--- src/rtl/xilinx_sync_width_convert_fifo.sv ---
// ---------------------------------------------------------------------------
// xilinx_sync_width_convert_fifo
//
// Purpose:
//   Single-clock FIFO that converts between write and read widths. One must
//   be an integer multiple of the other. Storage is an array of narrow words,
//   where narrow = min(C_WR_WIDTH, C_RD_WIDTH). Pointers and level count
//   narrow units. Packing is little-endian: the earliest narrow word sits in
//   the LSBs of any wide word. This holds for both up- and down-conversion.
//
// Ports:
//   clk        in   single clock, all logic on posedge
//   rst        in   asynchronous, active-high reset
//   wren       in   write request (accepted when !full)
//   din        in   write data, C_WR_WIDTH bits
//   full       out  fewer than WR_R narrow slots free
//   prog_full  out  level >= C_PROG_FULL_THRESH
//   overflow   out  one-cycle pulse after a rejected write
//   rden       in   read request (accepted when !empty)
//   dout       out  read data, C_RD_WIDTH bits
//   valid      out  dout carries an accepted read word this cycle
//   empty      out  fewer than RD_R narrow words stored
//   underflow  out  one-cycle pulse after a rejected read
//   level      out  occupancy in narrow units
//
// Optional feature:
//   XILINX_SYNC_WCFIFO_FWFT_EN - when this macro is defined, the FIFO runs in
//   first-word-fall-through mode. In that mode:
//     - the head word is driven combinationally from the array;
//     - valid = !empty;
//     - rden acts as a pop acknowledge;
//     - C_RD_LATENCY is ignored.
//   When the macro is undefined, the FIFO uses a free-running read pipeline
//   that is C_RD_LATENCY stages deep.
// ---------------------------------------------------------------------------
module xilinx_sync_width_convert_fifo #(
  parameter int C_WR_WIDTH         = 16,
  parameter int C_RD_WIDTH         = 32,
  parameter int C_NARROW_DEPTH     = 64,
  parameter int C_RD_LATENCY       = 2,
  parameter int C_PROG_FULL_THRESH = 48
) (
  input  logic                                  clk,
  input  logic                                  rst,
  input  logic                                  wren,
  input  logic [C_WR_WIDTH-1:0]                 din,
  output logic                                  full,
  output logic                                  prog_full,
  output logic                                  overflow,
  input  logic                                  rden,
  output logic [C_RD_WIDTH-1:0]                 dout,
  output logic                                  valid,
  output logic                                  empty,
  output logic                                  underflow,
  output logic [$clog2(C_NARROW_DEPTH+1)-1:0]   level
);

  localparam int MIN_W = (C_WR_WIDTH < C_RD_WIDTH) ? C_WR_WIDTH : C_RD_WIDTH;
  localparam int WR_R  = C_WR_WIDTH / MIN_W;
  localparam int RD_R  = C_RD_WIDTH / MIN_W;
  localparam int PTR_W = $clog2(C_NARROW_DEPTH);
  localparam int LVL_W = $clog2(C_NARROW_DEPTH+1);

  logic [MIN_W-1:0]      mem [C_NARROW_DEPTH];
  logic [PTR_W-1:0]      wr_ptr_reg;
  logic [PTR_W-1:0]      rd_ptr_reg;
  logic [LVL_W-1:0]      level_reg;
  logic [LVL_W-1:0]      level_next;
  logic                  full_reg;
  logic                  empty_reg;
  logic                  prog_full_reg;
  logic                  overflow_reg;
  logic                  underflow_reg;
  logic                  wacc;
  logic                  racc;
  logic [C_RD_WIDTH-1:0] rd_word;

  // Acceptance uses the registered flags. A simultaneous access on the
  // other side never rescues a rejected request.
  assign wacc = wren && !full_reg;
  assign racc = rden && !empty_reg;

  always_comb begin
    level_next = level_reg;
    if (wacc) level_next = level_next + LVL_W'(WR_R);
    if (racc) level_next = level_next - LVL_W'(RD_R);
  end

  // Array write: WR_R narrow slots per accepted write. The write pointer is
  // always a multiple of WR_R, so the slot group never straddles the wrap
  // point. Contents are deliberately left untouched by reset.
  always_ff @(posedge clk) begin
    if (wacc && !rst) begin
      for (int i = 0; i < WR_R; i++) begin
        mem[wr_ptr_reg + PTR_W'(i)] <= din[i*MIN_W +: MIN_W];
      end
    end
  end

  // Gather RD_R narrow slots starting at the head. The oldest slot goes to
  // the LSBs.
  generate
    for (genvar gi = 0; gi < RD_R; gi++) begin : g_rd_lane
      assign rd_word[gi*MIN_W +: MIN_W] = mem[rd_ptr_reg + PTR_W'(gi)];
    end
  endgenerate

  // Pointers, level and status flags. The flags are computed from the next
  // level, so they are exact on the cycle that follows an access.
  always_ff @(posedge clk or posedge rst) begin
    if (rst) begin
      wr_ptr_reg    <= '0;
      rd_ptr_reg    <= '0;
      level_reg     <= '0;
      full_reg      <= 1'b0;
      empty_reg     <= 1'b1;
      prog_full_reg <= 1'b0;
      overflow_reg  <= 1'b0;
      underflow_reg <= 1'b0;
    end else begin
      if (wacc) wr_ptr_reg <= wr_ptr_reg + PTR_W'(WR_R);
      if (racc) rd_ptr_reg <= rd_ptr_reg + PTR_W'(RD_R);
      level_reg     <= level_next;
      full_reg      <= (level_next > LVL_W'(C_NARROW_DEPTH - WR_R));
      empty_reg     <= (level_next < LVL_W'(RD_R));
      prog_full_reg <= (level_next >= LVL_W'(C_PROG_FULL_THRESH));
      overflow_reg  <= wren && full_reg;
      underflow_reg <= rden && empty_reg;
    end
  end

  assign full      = full_reg;
  assign empty     = empty_reg;
  assign prog_full = prog_full_reg;
  assign overflow  = overflow_reg;
  assign underflow = underflow_reg;
  assign level     = level_reg;

`ifdef XILINX_SYNC_WCFIFO_FWFT_EN

  // Head word falls through. The next word shows up as soon as rd_ptr moves.
  assign dout  = rd_word;
  assign valid = !empty_reg;

`else

  // Read pipeline. Stage 0 is the registered array read; later stages are
  // plain delay. Each stage loads data only when the word in front of it is
  // valid. As a result the last stage, and so dout, holds its value through
  // idle cycles.
  logic [C_RD_WIDTH-1:0]   pipe_data_reg [C_RD_LATENCY];
  logic [C_RD_LATENCY-1:0] pipe_valid_reg;

  always_ff @(posedge clk or posedge rst) begin
    if (rst) begin
      for (int i = 0; i < C_RD_LATENCY; i++) begin
        pipe_data_reg[i] <= '0;
      end
      pipe_valid_reg <= '0;
    end else begin
      pipe_valid_reg[0] <= racc;
      if (racc) pipe_data_reg[0] <= rd_word;
      for (int i = 1; i < C_RD_LATENCY; i++) begin
        pipe_valid_reg[i] <= pipe_valid_reg[i-1];
        if (pipe_valid_reg[i-1]) pipe_data_reg[i] <= pipe_data_reg[i-1];
      end
    end
  end

  assign dout  = pipe_data_reg[C_RD_LATENCY-1];
  assign valid = pipe_valid_reg[C_RD_LATENCY-1];

`endif

endmodule

--- config.mk ---
export PLATFORM = sky130hd
export DESIGN_NAME = xilinx_sync_width_convert_fifo
export DESIGN_NICKNAME = d
export VERILOG_FILES = /design/src/rtl/xilinx_sync_width_convert_fifo.sv
export SDC_FILE = /design/constraint.sdc
export NUM_CORES = 1
export LEC_CHECK = 0
export ABC_AREA = 1
export CAP_MARGIN = 20
export CORE_MARGIN = 2
export CORE_UTILIZATION = 45
export DETAILED_ROUTE_END_ITERATION = 6
export PLACE_DENSITY_LB_ADDON = 0.25
export RECOVER_POWER = 25
export SKIP_LAST_GASP = 1
export SLEW_MARGIN = 20
export SYNTH_ARGS = -nofsm -noshare
export SYNTH_HDL_FRONTEND = slang
export SYNTH_SLANG_ARGS = --single-unit
--- constraint.sdc ---
create_clock -name clk -period 2.8 [get_ports clk]
set_input_delay 0.56 -clock clk [delete_from_list [all_inputs] [get_ports clk]]
set_output_delay 0.56 -clock clk [all_outputs]
set_load 0.02 [all_outputs]
==> flow_results.org <==
** Route
- Final wirelength :: 124000 um
- Initial DRC count :: 3571
- For this run, design rule violations remaining after detail routing come to 0.
- After detailed routing, the average wire length per cell comes to 23.4 um.
- Detail Route Antenna Nets :: 0
- The pre-antenna-repair detailed-routing pass consisted of 5 iterations.
- The final route contains 29300 vias.
- Using the TritonRoute via totals, the vias-per-cell ratio works out to 5.55.

** Critical path
- The worst register-to-register path begins at rd_ptr_reg[1].
- Along the worst path, the maximum fanout reaches 9.
- Last element of the critical path :: level[3]
- Count of cells along the worst register-to-register path :: 10
- The most critical setup path has its startpoint at level[3].
- Critical path startpoint category :: flip-flop
- At the worst endpoint, the arrival time is 1.92 ns.
- Logic depth of the worst setup path including buffers :: 1
- R2R Path End :: pipe_data_reg[33]
- Worst path top cell family by delay :: buffers and inverters
- Kind of end point of the critical path :: output port
- Setup slack on the worst reg-to-reg path comes out at 0.43 ns.
- Critical-path top delay cell :: sky130_fd_sc_hd__clkdlybuf4s50_1
- Critical path class :: flip-flop to output port
- Worst path bufs/invs :: 1
- Walking the worst path, the cells encountered are clkdlybuf4s50_1.
- Req. time, crit path :: 2.24 ns
- On the worst path, the slowest cell contributes a delay of 0.68 ns.

** Pwr
- Int Power :: 32.8 mW
- Switching share of power :: 37.8%
- In this run the static leakage power is 19.1 nW.
- Share of power burned in the clock network :: 27.5%
- IR analysis of the VDD net gives a maximum drop of 0.756 mV.
- Sequential group share of total power :: 37.5%
- Design Power :: 52.7 mW
- Combinational cells account for 35.1% of the total power.
- Switching power summed over all nets :: 19.9 mW
- In this run the power density over the cells is 1020 mW/mm2.

** Clock network
- CTS clock-pin slew for the worst setup and hold paths :: 0.06 ns
- The later pin in the worst-skew pair is clocked with a latency of 0.69 ns.
- CTS tree :: yes
- In this run the post-CTS setup repair buffer count came out at 0.
- Buffer levels on the longest clock path :: 3
- The tree is rooted in a sky130_fd_sc_hd__clkbuf_16.
- TritonCTS buffer count :: 108
- Number of H-tree levels :: 3
- Post-CTS Hold Buffers :: 0
- TritonCTS Sinks :: 1113
- Post-cts gate resize count :: 0

** Worst hold path
- Tightest Hold Check Type :: primary input to flip-flop
- Startpoint of the tightest hold check path :: rden

** Synthesis
- Count of state elements after synthesis :: 1113
- Multiplexer fraction of the synthesized cell area :: 0.797%
- Syn Nets :: 3817
- After synthesis, the largest family of logic cells by area is simple AND/OR/NAND/NOR gates.
- Synth Area in Adders :: 0.111%
- Mean area per synthesized cell :: 11.9 um2
- For this run, the number of Yosys warnings is 0.
- The synthesized netlist devotes 1.52% of its cell area to compound gates.
- After technology mapping, the gate count stands at 3793.
- Summing the sequential cell areas from Yosys gives 72.9% of the chip area.
- In this run the cell area of the synthesized design comes to 0.0452 mm2.
- After Yosys synthesis, XOR and XNOR cells account for 0.194% of the synthesized area.
- The synthesized netlist devotes 20.9% of its cell area to simple gates.
- Synth unique cells :: 33

** Global route
- Pin count of the biggest net entering global routing :: 118
- Wire length of the first global-routing pass :: 182000 um
- Via count of the first global-routing pass :: 28300
- The number of antenna violations at the first check in global routing was 0.
- Across every metal layer, demand over resource in global routing totals 24.0%.
- Overflow after GRT :: 0

** Final layout
- The register with the most flip-flops in the layout has 1024 of them.
- The final layout contains 3921 nets.
- Fraction of final layout cells sized beyond drive strength 1 :: 11.0%
- The library cells used most frequently in the layout, excluding fill and tap cells, are sky130_fd_sc_hd__nand2_1, sky130_fd_sc_hd__edfxtp_1, sky130_fd_sc_hd__nand3_1, sky130_fd_sc_hd__clkbuf_16, sky130_fd_sc_hd__buf_4.
- Counting the fill cells in the layout gives 8586.
- Antenna cells :: 0
- The area growth from synthesis to layout is 14.3%.
- Most common cell after layout, fill and taps aside :: sky130_fd_sc_hd__nand2_1

** Timing
- Final Max Tran Viols :: 715
- Setup violations remaining at the end of the flow were counted as 0.
- Relative slew slack :: -48.1%
- Transition time at the pin with the least slew margin :: 2.22 ns
- Final worst clock skew :: 0.0227 ns
- Number of failing hold endpoints at the final stage :: 0
- Maximum clock frequency :: 403 MHz
- After layout, the worst path uses 88.5% of the clock period.
- Once routing completed, OpenROAD measured the worst setup slack at 0.321 ns.
- Shortest clock period the worst path allows after layout :: 2.48 ns
- Setup repair after global routing missed its margin :: no

** Run status
- Run status :: complete, but fails checks
- Violated checks :: capacitance limit, slew limit

** Place
- Summed over all nets, the half-perimeter wirelength after detailed placement is 74200 um.
- Count of buffers from port buffering :: 64
- Worst-case setup slack after placement :: 0.133 ns
- Final weighted congestion in routability-driven placement :: 0.869

** Floorplan
- Core region area :: 0.0999 mm2
- 65 I/O pins were placed.
- In this run the horizontal extent of the chip is 321 um.
- Once the floorplan was initialized, standard cells occupied 45.3% of the core.
- Core Rows :: 116
- Measured along the y axis, the die boundary spans 321 um.
- The floorplan step defined a die boundary enclosing 0.103 mm2.

** Flow run
- Max-cap violations in this run came to 11.
==> per-layer routing <==
layer	global-route usage (%)	wire length [um]	part of all wire (%)	vias to the layer above
li1	-	-	-	13500
met1	32.7	50500	41	14500
met2	39.7	60300	49	1190
met3	2.78	8530	6.9	220
met4	9.46	4690	3.8	0
met5	0	0	0	-
==> power groups by stage <==
| stage | logic (mW) | clock network [mW] | registers, mW |
|---|---|---|---|
| finish | 18.5 | 14.5 | 19.8 |
| global route | 20.0 | 15.3 | 19.9 |
| CTS | 18.5 | 14.6 | 19.7 |
| detailed placement | 18.4 | 0 | 20.1 |
| global placement | 18.3 | 0 | 20.1 |
| floorplan | 11.8 | 0 | 19.8 |
==> cells in the mapped netlist (all sizes together) <==
| cell type | count | area, um2 |
|---|---|---|
| o211ai | 26 | 195 |
| clkbuf | 31 | 116 |
| o21bai | 1 | 18.8 |
| nor2 | 77 | 330 |
| nand3b | 1 | 7.51 |
| edfxtp | 1024 | 30700 |
| dfrtp | 88 | 2200 |
| a21oi | 54 | 270 |
| o21ai | 2 | 10.0 |
| nand4 | 8 | 50.1 |
| nand2 | 1397 | 5280 |
| or2 | 1 | 6.26 |
| a21boi | 26 | 195 |
| buf | 224 | 1340 |
| nor4 | 2 | 12.5 |
| ha | 4 | 50.1 |
| inv | 39 | 146 |
| nor3 | 6 | 30.0 |
| nand3 | 739 | 3730 |
| mux2 | 32 | 360 |
| xor2 | 10 | 87.6 |
| dfstp | 1 | 26.3 |
==> metrics by stage <==
stage                     instance area, um2  hold slack (ns)  instances  TNS (ns)  utilization [%]
final                                  51700            0.433       5288         0             51.8
after global placement                 48300            0.464       5085         0             48.4
after global routing                   51700            0.436       5288         0             51.8
after floorplan                        45200            0.352       3793    -41.02                -
after CTS                              51900            0.402       5288         0             51.9
after detailed placement               48300            0.464       5085         0             48.4
==> kinds of logic after synthesis <==
logic type	Yosys count
buffers and inverters	294
flip-flops	1113
adder cells (fa/ha/maj)	4
AO/OA/AOI/OAI	109
multiplexers	32
AND/OR/NAND/NOR	2231
XOR/XNOR	10
==> cell type report <==
| class | instances | area [um2] | area share [%] |
|---|---|---|---|
| clock buffers | 135 | 2920 | 5.64 |
| clock inverters | 68 | 609 | 1.18 |
| inverters | 39 | 168 | 0.324 |
| multi-input cells | 2386 | 10700 | 20.7 |
| flip-flops and latches | 1113 | 33000 | 63.8 |
| well taps | 1298 | 1620 | 3.14 |
| repair buffers | 249 | 2710 | 5.24 |
==> worst min path at each step <==
| stage | slack [ns] | depth (start not counted) | to |
|---|---|---|---|
| 6_report | 0.43 | 3 | underflow |
| 5_1_grt | 0.44 | 3 | underflow |
| 3_5_place_dp | 0.46 | 2 | pipe_data_reg[50] |
| 2_1_floorplan | 0.35 | 0 | pipe_valid_reg[1] |
| 4_1_cts | 0.40 | 2 | mem[53][9] |
| 3_3_place_gp | 0.46 | 2 | pipe_data_reg[50] |
Power figures use the tool's default switching activity.
